--- config.mk ---
export PLATFORM = sky130hd
export DESIGN_NAME = caliptra_prim_arbiter_rr_burst_flat
export DESIGN_NICKNAME = d
export VERILOG_FILES = /design/src/rtl/caliptra_prim_arbiter_pkg.sv /design/src/rtl/caliptra_prim_arbiter_rr_burst_if.sv /design/src/rtl/caliptra_prim_arbiter_fixed.sv /design/src/rtl/caliptra_prim_arbiter_rr_burst.sv /design/src/flat_wrapper.sv
export SDC_FILE = /design/constraint.sdc
export NUM_CORES = 1
export LEC_CHECK = 0
export CAP_MARGIN = 20
export CORE_MARGIN = 10
export CORE_UTILIZATION = 30
export DETAILED_ROUTE_END_ITERATION = 8
export PLACE_DENSITY_LB_ADDON = 0.12
export SYNTH_ARGS = -nofsm -noshare
export SYNTH_HDL_FRONTEND = slang
export SYNTH_SLANG_ARGS = --single-unit
--- constraint.sdc ---
create_clock -name clk_i -period 9.5 [get_ports clk_i]
set_input_delay 2.85 -clock clk_i [delete_from_list [all_inputs] [get_ports clk_i]]
set_output_delay 2.85 -clock clk_i [all_outputs]
set_load 0.01 [all_outputs]
--- src/rtl/caliptra_prim_arbiter_pkg.sv ---
// Shared types and constants for the round-robin burst arbiter.
//   arb_state_e     : arbiter FSM state (idle = free to rotate, locked = grant held)
//   DefaultMaxBeats : default beat limit used when the burst limit is compiled in
package caliptra_prim_arbiter_pkg;

  typedef enum logic [0:0] {
    ArbIdle   = 1'b0,
    ArbLocked = 1'b1
  } arb_state_e;

  localparam int unsigned DefaultMaxBeats = 16;

endpackage

--- src/rtl/caliptra_prim_arbiter_rr_burst_if.sv ---
// Bundle of the arbiter's request side and sink side.
//   req_i/data_i/last_i : per-requester valid, data and end-of-burst flag
//   ready_i             : sink ready
//   gnt_o/idx_o         : one-hot0 beat acceptance and current winner index
//   valid_o/data_o/last_o : beat presented to the sink
//   err_o               : one-cycle pulse when a burst was forcibly cut
// Modport slave is the arbiter's view; master is the environment's view.
interface caliptra_prim_arbiter_rr_burst_if #(
  parameter int unsigned N  = 4,
  parameter int unsigned DW = 32
);
  localparam int unsigned IdxW = (N > 1) ? $clog2(N) : 1;

  logic [N-1:0]         req_i;
  logic [N-1:0][DW-1:0] data_i;
  logic [N-1:0]         last_i;
  logic                 ready_i;
  logic [N-1:0]         gnt_o;
  logic [IdxW-1:0]      idx_o;
  logic                 valid_o;
  logic [DW-1:0]        data_o;
  logic                 last_o;
  logic                 err_o;

  modport slave (
    input  req_i, data_i, last_i, ready_i,
    output gnt_o, idx_o, valid_o, data_o, last_o, err_o
  );

  modport master (
    output req_i, data_i, last_i, ready_i,
    input  gnt_o, idx_o, valid_o, data_o, last_o, err_o
  );
endinterface

--- src/rtl/caliptra_prim_arbiter_fixed.sv ---
// Combinational fixed-priority pick: lowest set index of req_i wins.
//   req_i   : request vector
//   data_i  : per-requester data (only muxed when EnDataPort is set)
//   valid_o : any request present
//   idx_o   : index of the lowest set request (0 when none)
//   data_o  : winner's data, or 0 when EnDataPort is clear
module caliptra_prim_arbiter_fixed #(
  parameter int unsigned N          = 4,
  parameter int unsigned DW         = 32,
  parameter bit          EnDataPort = 1'b1,
  localparam int unsigned IdxW      = (N > 1) ? $clog2(N) : 1
) (
  input  logic [N-1:0]         req_i,
  input  logic [N-1:0][DW-1:0] data_i,
  output logic                 valid_o,
  output logic [IdxW-1:0]      idx_o,
  output logic [DW-1:0]        data_o
);

  // seen[i] is set when some index below i is requesting, so first[] is one-hot0.
  logic [N:0]   seen;
  logic [N-1:0] first;

  assign seen[0] = 1'b0;
  for (genvar gi = 0; gi < N; gi++) begin : g_first
    assign first[gi]    = req_i[gi] & ~seen[gi];
    assign seen[gi + 1] = seen[gi] | req_i[gi];
  end

  assign valid_o = seen[N];

  always_comb begin
    idx_o = '0;
    for (int i = 0; i < N; i++) begin
      if (first[i]) idx_o = IdxW'(i);
    end
  end

  if (EnDataPort) begin : g_data
    assign data_o = data_i[idx_o];
  end else begin : g_no_data
    logic unused_data;
    assign unused_data = ^data_i;
    assign data_o      = '0;
  end

endmodule

--- src/rtl/caliptra_prim_arbiter_rr_burst.sv ---
// N:1 round-robin arbiter with burst locking. A winner keeps the grant through
// stalled beats and multi-beat bursts until its last beat is accepted; the
// pointer then moves past it.
//   clk_i, rst_ni : clock, asynchronous active-low reset
//   bus (slave)   : request/sink bundle, see caliptra_prim_arbiter_rr_burst_if
// Optional feature macro CALIPTRA_PRIM_ARB_BURST_LIMIT_EN: caps a grant at
// MaxBeats accepted beats, forces re-arbitration and pulses err_o.
module caliptra_prim_arbiter_rr_burst
  import caliptra_prim_arbiter_pkg::*;
#(
  parameter int unsigned N        = 4,
  parameter int unsigned DW       = 32,
  parameter int unsigned MaxBeats = DefaultMaxBeats,
  localparam int unsigned IdxW    = (N > 1) ? $clog2(N) : 1
) (
  input  logic                                  clk_i,
  input  logic                                  rst_ni,
  caliptra_prim_arbiter_rr_burst_if.slave       bus
);

  if (N == 1) begin : g_single
    // A single requester never competes: pure pass-through.
    assign bus.valid_o  = bus.req_i[0];
    assign bus.gnt_o[0] = bus.req_i[0] & bus.ready_i;
    assign bus.idx_o    = '0;
    assign bus.data_o   = bus.data_i[0];
    assign bus.last_o   = bus.last_i[0];
    assign bus.err_o    = 1'b0;
  end else begin : g_multi
    arb_state_e      state_q, state_d;
    logic [IdxW-1:0] ptr_q, ptr_d, lock_idx_q, lock_idx_d;
    logic [IdxW-1:0] winner, next_ptr, m_idx, r_idx;
    logic [N-1:0]    mask;
    logic            m_valid, r_valid, valid, xfer, last;
    logic [DW-1:0]   unused_m_data, unused_r_data;

    // Requests at or above the pointer get first pick; bits below it only win
    // when nothing at or above is requesting (wrap-around).
    for (genvar gi = 0; gi < N; gi++) begin : g_mask
      assign mask[gi] = (IdxW'(gi) >= ptr_q);
    end

    caliptra_prim_arbiter_fixed #(.N(N), .DW(DW), .EnDataPort(1'b0)) u_fixed_masked (
      .req_i   (bus.req_i & mask),
      .data_i  (bus.data_i),
      .valid_o (m_valid),
      .idx_o   (m_idx),
      .data_o  (unused_m_data)
    );

    caliptra_prim_arbiter_fixed #(.N(N), .DW(DW), .EnDataPort(1'b0)) u_fixed_raw (
      .req_i   (bus.req_i),
      .data_i  (bus.data_i),
      .valid_o (r_valid),
      .idx_o   (r_idx),
      .data_o  (unused_r_data)
    );

    // While locked, other requesters are invisible; a dropped request from the
    // locked port just idles the sink without releasing the lock.
    assign winner   = (state_q == ArbLocked) ? lock_idx_q : (m_valid ? m_idx : r_idx);
    assign valid    = (state_q == ArbLocked) ? bus.req_i[lock_idx_q] : r_valid;
    assign xfer     = valid & bus.ready_i;
    assign last     = bus.last_i[winner];
    assign next_ptr = (winner == IdxW'(N - 1)) ? '0 : winner + IdxW'(1);

    for (genvar gi = 0; gi < N; gi++) begin : g_gnt
      assign bus.gnt_o[gi] = xfer & (winner == IdxW'(gi));
    end

    assign bus.valid_o = valid;
    assign bus.idx_o   = winner;
    assign bus.data_o  = bus.data_i[winner];
    assign bus.last_o  = last;

`ifdef CALIPTRA_PRIM_ARB_BURST_LIMIT_EN
    localparam int unsigned CntW = $clog2(MaxBeats + 1);
    logic [CntW-1:0] beat_cnt_q, beat_cnt_d;
    logic            err_q, err_d;
`endif

    always_comb begin
      state_d    = state_q;
      ptr_d      = ptr_q;
      lock_idx_d = lock_idx_q;
`ifdef CALIPTRA_PRIM_ARB_BURST_LIMIT_EN
      beat_cnt_d = beat_cnt_q;
      err_d      = 1'b0;
`endif
      unique case (state_q)
        ArbIdle: begin
          if (valid) begin
            if (xfer && last) begin
              ptr_d = next_ptr;
            end else begin
              // Lock on a stalled beat too, so the presented beat stays stable.
              state_d    = ArbLocked;
              lock_idx_d = winner;
            end
          end
        end
        ArbLocked: begin
          if (xfer && last) begin
            state_d = ArbIdle;
            ptr_d   = next_ptr;
          end
        end
        default: state_d = ArbIdle;
      endcase
`ifdef CALIPTRA_PRIM_ARB_BURST_LIMIT_EN
      if (xfer) begin
        if (!last && (beat_cnt_q == CntW'(MaxBeats - 1))) begin
          // Limit reached mid-burst: cut the grant and rotate past the winner.
          state_d = ArbIdle;
          ptr_d   = next_ptr;
          err_d   = 1'b1;
        end else begin
          beat_cnt_d = beat_cnt_q + CntW'(1);
        end
      end
      if (state_d == ArbIdle) beat_cnt_d = '0;
`endif
    end

    always_ff @(posedge clk_i or negedge rst_ni) begin
      if (!rst_ni) begin
        state_q    <= ArbIdle;
        ptr_q      <= '0;
        lock_idx_q <= '0;
      end else begin
        state_q    <= state_d;
        ptr_q      <= ptr_d;
        lock_idx_q <= lock_idx_d;
      end
    end

`ifdef CALIPTRA_PRIM_ARB_BURST_LIMIT_EN
    always_ff @(posedge clk_i or negedge rst_ni) begin
      if (!rst_ni) begin
        beat_cnt_q <= '0;
        err_q      <= 1'b0;
      end else begin
        beat_cnt_q <= beat_cnt_d;
        err_q      <= err_d;
      end
    end
    assign bus.err_o = err_q;
`else
    logic unused_max_beats;
    assign unused_max_beats = ^32'(MaxBeats);
    assign bus.err_o        = 1'b0;
`endif

    LockedIdx: assert property (@(posedge clk_i) disable iff (!rst_ni)
      (state_q == ArbLocked) |-> (bus.idx_o == lock_idx_q));
  end

  GntOnehot0: assert property (@(posedge clk_i) disable iff (!rst_ni)
    $onehot0(bus.gnt_o));
  GntNeedsReady: assert property (@(posedge clk_i) disable iff (!rst_ni)
    (|bus.gnt_o) |-> bus.ready_i);
  OutputsKnown: assert property (@(posedge clk_i) disable iff (!rst_ni)
    !$isunknown({bus.valid_o, bus.gnt_o, bus.idx_o}));

endmodule

--- src/flat_wrapper.sv ---
// flat-port wrapper written by rule: the top's interface ports become plain ports
module caliptra_prim_arbiter_rr_burst_flat import caliptra_prim_arbiter_pkg::*;
#(
  parameter int unsigned N        = 4,
  parameter int unsigned DW       = 32,
  parameter int unsigned MaxBeats = DefaultMaxBeats,
  localparam int unsigned IdxW    = (N > 1) ? $clog2(N) : 1
)
  (clk_i, rst_ni, bus_req_i, bus_data_i, bus_last_i, bus_ready_i, bus_gnt_o, bus_idx_o, bus_valid_o, bus_data_o, bus_last_o, bus_err_o);
  caliptra_prim_arbiter_rr_burst_if #(.N(N), .DW(DW)) bus_i ();
  input  logic clk_i;
  input  logic rst_ni;
  input wire logic [$bits(bus_i.req_i)-1:0] bus_req_i;
  input wire logic [$bits(bus_i.data_i)-1:0] bus_data_i;
  input wire logic [$bits(bus_i.last_i)-1:0] bus_last_i;
  input wire logic [$bits(bus_i.ready_i)-1:0] bus_ready_i;
  output wire logic [$bits(bus_i.gnt_o)-1:0] bus_gnt_o;
  output wire logic [$bits(bus_i.idx_o)-1:0] bus_idx_o;
  output wire logic [$bits(bus_i.valid_o)-1:0] bus_valid_o;
  output wire logic [$bits(bus_i.data_o)-1:0] bus_data_o;
  output wire logic [$bits(bus_i.last_o)-1:0] bus_last_o;
  output wire logic [$bits(bus_i.err_o)-1:0] bus_err_o;
  assign bus_i.req_i = bus_req_i;
  assign bus_i.data_i = bus_data_i;
  assign bus_i.last_i = bus_last_i;
  assign bus_i.ready_i = bus_ready_i;
  assign bus_gnt_o = bus_i.gnt_o;
  assign bus_idx_o = bus_i.idx_o;
  assign bus_valid_o = bus_i.valid_o;
  assign bus_data_o = bus_i.data_o;
  assign bus_last_o = bus_i.last_o;
  assign bus_err_o = bus_i.err_o;
  caliptra_prim_arbiter_rr_burst #(.N(N), .DW(DW), .MaxBeats(MaxBeats)) u_core (.clk_i(clk_i), .rst_ni(rst_ni), .bus(bus_i));
endmodule
==> out/results.env <==
RUN_STATUS='complete, no violations'
POSTCTSSETUPREPAIRBUFS=0
ANTENNA_VIOL_NETS_FINAL=0
PWR-SHARE-SEQ=0.042
SETUP_VIOL=0
DIE_WIDTH_UM=92.92
COMB_POWER_SHARE=0.925
CATEGORY_OF_THE_WORST_SETUP_PATH_CAPTURE_POINT='primary output'
FINALHOLDVIOLATIONS=0
SWSHARE=0.4735
1ST_ITER_DRT_VIOLS=107
GRT_START_MAX_NET_PINS=51
SYN-CELL-AREA_MM2=0.001595
SEQ_AREA_FRAC_SYNTH=0.07843
IR_WORST_VDD_V=0.0004634
POST_ROUTE_CLOCK_PERIOD_UTILIZATION=0.8929
CORE_AREA_MM2=0.005140
DRT_DRC_VIOLATIONS_LEFT=0
MULTIINPUTGATEAREA_MM2=0.001318
LEADING_CELL_TYPE_IN_THE_LAYOUT_FILL_AND_TAPS_EXCLUDED='sky130_fd_sc_hd__clkdlybuf4s50_1'
PERIOD_MINUS_SLACK_PS=8482
PRIMARY_FF_MASTER_SYNTH='sky130_fd_sc_hd__dfrtp_1'
FP-ROW-COUNT=26
DP.CELLS=505
FINAL.SETUP.TNS_PS=0
INITIAL_UTILIZATION=0.3104
DIE-AREA_MM2=0.008634
WORST-PATH-MAX-FANOUT=50
CTS_BUFFERS=3
P_TOTAL_uW=1150
POWER_REPORT.INTERNAL_TOTAL_uW=605.3
FINAL-MAX-SLEW-VIOLATION-COUNT=0
MAX_FREQ_MHz=117.9
CELLPOWERDENSITY_mW_PER_MM2=335.6
ROOT_BUFFER='sky130_fd_sc_hd__clkbuf_8'
GRT_OVERFLOW_TOTAL=0
AVGROUTEDWIREPERCELL_UM=17.53
LEAKAGE_uW=0.001444
TIMING.MAX_SLEW.REL_SLACK=0.5635
STDCELL_COUNT=509
FILL_CELL_INSTANCE_COUNT_OF_THE_FINAL_LAYOUT=479
POWER.NET_SWITCHING_uW=544.4
NUM_IO_PINS=180
AREA_SHARE_OF_THE_LARGEST_CELL_TYPE_AFTER_SYNTHESIS=0.3129
HOLD_PATH.CLASS='register to register'
SETUP_SLACK_PS=1018
CTS_TREE='built'
SEQ_AREA_UM2=125.1
PRE_CTS_WS_PS=1070
FINALNETCOUNT=583
POST_SYNTH_NUM_CELL_TYPES=38
CRITICAL_PATH_REQUIRED_PS=6650
POST_SYN_NETS=419
GRT_SETUP_UNREPAIRED='false'
PLACE.GP.CONGESTION=0.8260
DETAILEDROUTE.FIRSTPASSITERATIONCOUNT=4
MAX_CAP_VIOL_COUNT=0
CLKSLEWWORSTSETUPHOLDPATHS_PS=30
CRITICAL_PATH_CLASS='primary input to primary output'
TOP_LIBRARY_CELLS_BY_USAGE_IN_THE_LAYOUT_FILL_AND_TAPS_ASIDE='sky130_fd_sc_hd__clkdlybuf4s50_1, sky130_fd_sc_hd__nand2_1, sky130_fd_sc_hd__and3_1, sky130_fd_sc_hd__a31oi_1, sky130_fd_sc_hd__nor2_1'
DIE_H_UM=92.92
WORST-ENDPOINT-ARRIVAL_PS=5630
GRT_FIRST_PASS_WIRELENGTH_MM=13.76
DETAILEDPLACEMENTHPWL_MM=7.181
YS.WARNINGS.COUNT=0
GRT_ANTENNA_BEFORE_REPAIR=0
AVGSYNTHCELLAREA_UM2=5.780
TIMING.CLOCK.SKEW_PS=0.8981
WORSTSKEWPAIRLATENCY_PS=220
TIGHTESTPINTRANSITION_PS=649.4
PORT_BUFFERS=178
ANTENNA-DIODE-COUNT=0
MAX-CLOCK-PATH-BUFFERS=2
POST_SYNTH_MAIN_AREA_CONTRIBUTORS='sky130_fd_sc_hd__nand2_1, sky130_fd_sc_hd__a31oi_1, sky130_fd_sc_hd__and3_1, sky130_fd_sc_hd__dfrtp_1, sky130_fd_sc_hd__ha_1'
TOTALWIRELENGTH_MM=8.922
SYNTHDOMINANTAREACELLTYPE='sky130_fd_sc_hd__nand2_1'
HOLDBUFCOUNTCTS=0
GRT_USAGE=0.1932
CLOCK_TREE.HTREE_LEVEL_COUNT=1
SYNTH_ENABLE_FLOP_CELLS=0
POST_ROUTE_CELLS_DRIVE_ABOVE_1_SHARE=0.04328
CLOCK_POWER_SHARE=0.033
FLOW.AREA_GROWTH_FROM_SYNTHESIS_PCT=114.7
POSTSYNTH.ASYNCRESETSHARE=1.000
FINAL_CORE_UTILIZATION=0.6665
CTS_RESIZED=0
FIRST_GLOBAL_VIAS=2449
YOSYS_REGISTER_BITS=5
VIA_PER_INST=4.906
TIMING.CRITICAL_PATH.FROM_TYPE='primary input'
CLK_SINKS=5
GATE_COUNT_AFTER_TECHNOLOGY_MAPPING=276
ROUTE.VIAS.TOTAL=2497
[synthesized netlist by cell type, drive strengths merged, types with 4 or more instances]
cell type and number:
nand2 133, clkbuf 8, nor2 6, ha 4
mux2i 4, dfrtp 5, and3 32, buf 16
inv 5, a31oi 32, and2 4
[kinds of logic (layout without fill, tap and decap cells)]
group           Yosys count  after routing  synth area share
buf+inv                  29            192           0.09647
mux                       7              7           0.07372
fa+ha+maj                 4              4           0.03137
flops                     5              5           0.07843
simple gates            186            186            0.5247
other cells               1              1          0.002351
compound gates           44             44            0.1929
[cell type report]
cell class | count | share of cell area
Clock buffer | 4 | 0.01315
Inverter | 5 | 0.005478
Multi-Input combinational cell | 242 | 0.3846
Sequential cell | 5 | 0.03652
Tap cell | 70 | 0.02557
Timing Repair Buffer | 183 | 0.5347
[worst paths after layout]
| kind | start | end | slack, ps | depth (start not counted) |
|---|---|---|---|---|
| worst max register to register | u_core.g_multi.ptr_q[1]$_DFFE_PN0P_ | u_core.g_multi.ptr_q[0]$_DFFE_PN0P_ | 7040 | 7 |
| worst min register to register | u_core.g_multi.lock_idx_q[1]$_DFFE_PN0P_ | u_core.g_multi.lock_idx_q[1]$_DFFE_PN0P_ | 620 | 2 |
| worst max-delay path | bus_req_i[0] | bus_data_o[0] | 1020 | 10 |
| min in group asynchronous | rst_ni | u_core.g_multi.ptr_q[0]$_DFFE_PN0P_ | 2850 | 1 |
| max in group asynchronous | rst_ni | u_core.g_multi.state_q$_DFF_PN0_ | 6460 | 1 |
| worst min-delay path | u_core.g_multi.lock_idx_q[1]$_DFFE_PN0P_ | u_core.g_multi.lock_idx_q[1]$_DFFE_PN0P_ | 620 | 2 |
[metrics by stage]
| stage | hold slack [ps] | area [um^2] |
|---|---|---|
| 2_1_floorplan | 548.5 | 1595 |
| 3_3_place_gp | 585.8 | 3381 |
| 3_5_place_dp | 594.6 | 3381 |
| 4_1_cts | 618.9 | 3426 |
| 5_1_grt | 648.0 | 3426 |
| 6_report | 622.3 | 3426 |
[power by group through the flow]
| stage | clock network (uW) | registers, uW | logic (uW) |
|---|---|---|---|
| 2_1_floorplan | 0 | 39.4 | 620 |
| 3_5_place_dp | 0 | 47.0 | 1070 |
| 5_1_grt | 42.0 | 49.4 | 1170 |
| 6_report | 38.3 | 48.1 | 1060 |
| 3_3_place_gp | 0 | 46.8 | 1060 |
| 4_1_cts | 38.7 | 47.1 | 1080 |
[layer usage]
layer,part of all wire,track usage,wire length [um]
met5,0,0,0
met4,0.011,0.03856,102
met3,0.070,0.04439,629
met2,0.52,0.3575,4619
met1,0.40,0.2190,3571
[critical path, stage by stage]
cell and delay (ps):
sky130_fd_sc_hd__clkdlybuf4s50_1 590, sky130_fd_sc_hd__nand2_1 80, sky130_fd_sc_hd__a221o_1 340, sky130_fd_sc_hd__a22o_2 230, sky130_fd_sc_hd__inv_2 240, sky130_fd_sc_hd__buf_12 270, sky130_fd_sc_hd__nand2_1 70, sky130_fd_sc_hd__and3_1 160
sky130_fd_sc_hd__a31oi_1 190, sky130_fd_sc_hd__clkdlybuf4s50_1 580
[flip-flops by register name (all words and copies together), names as in the netlist]
name                       cells
u_core.g_multi.ptr_q           2
u_core.g_multi.state_q         1
u_core.g_multi.lock_idx_q      2
(Power assumes the default switching activity.)
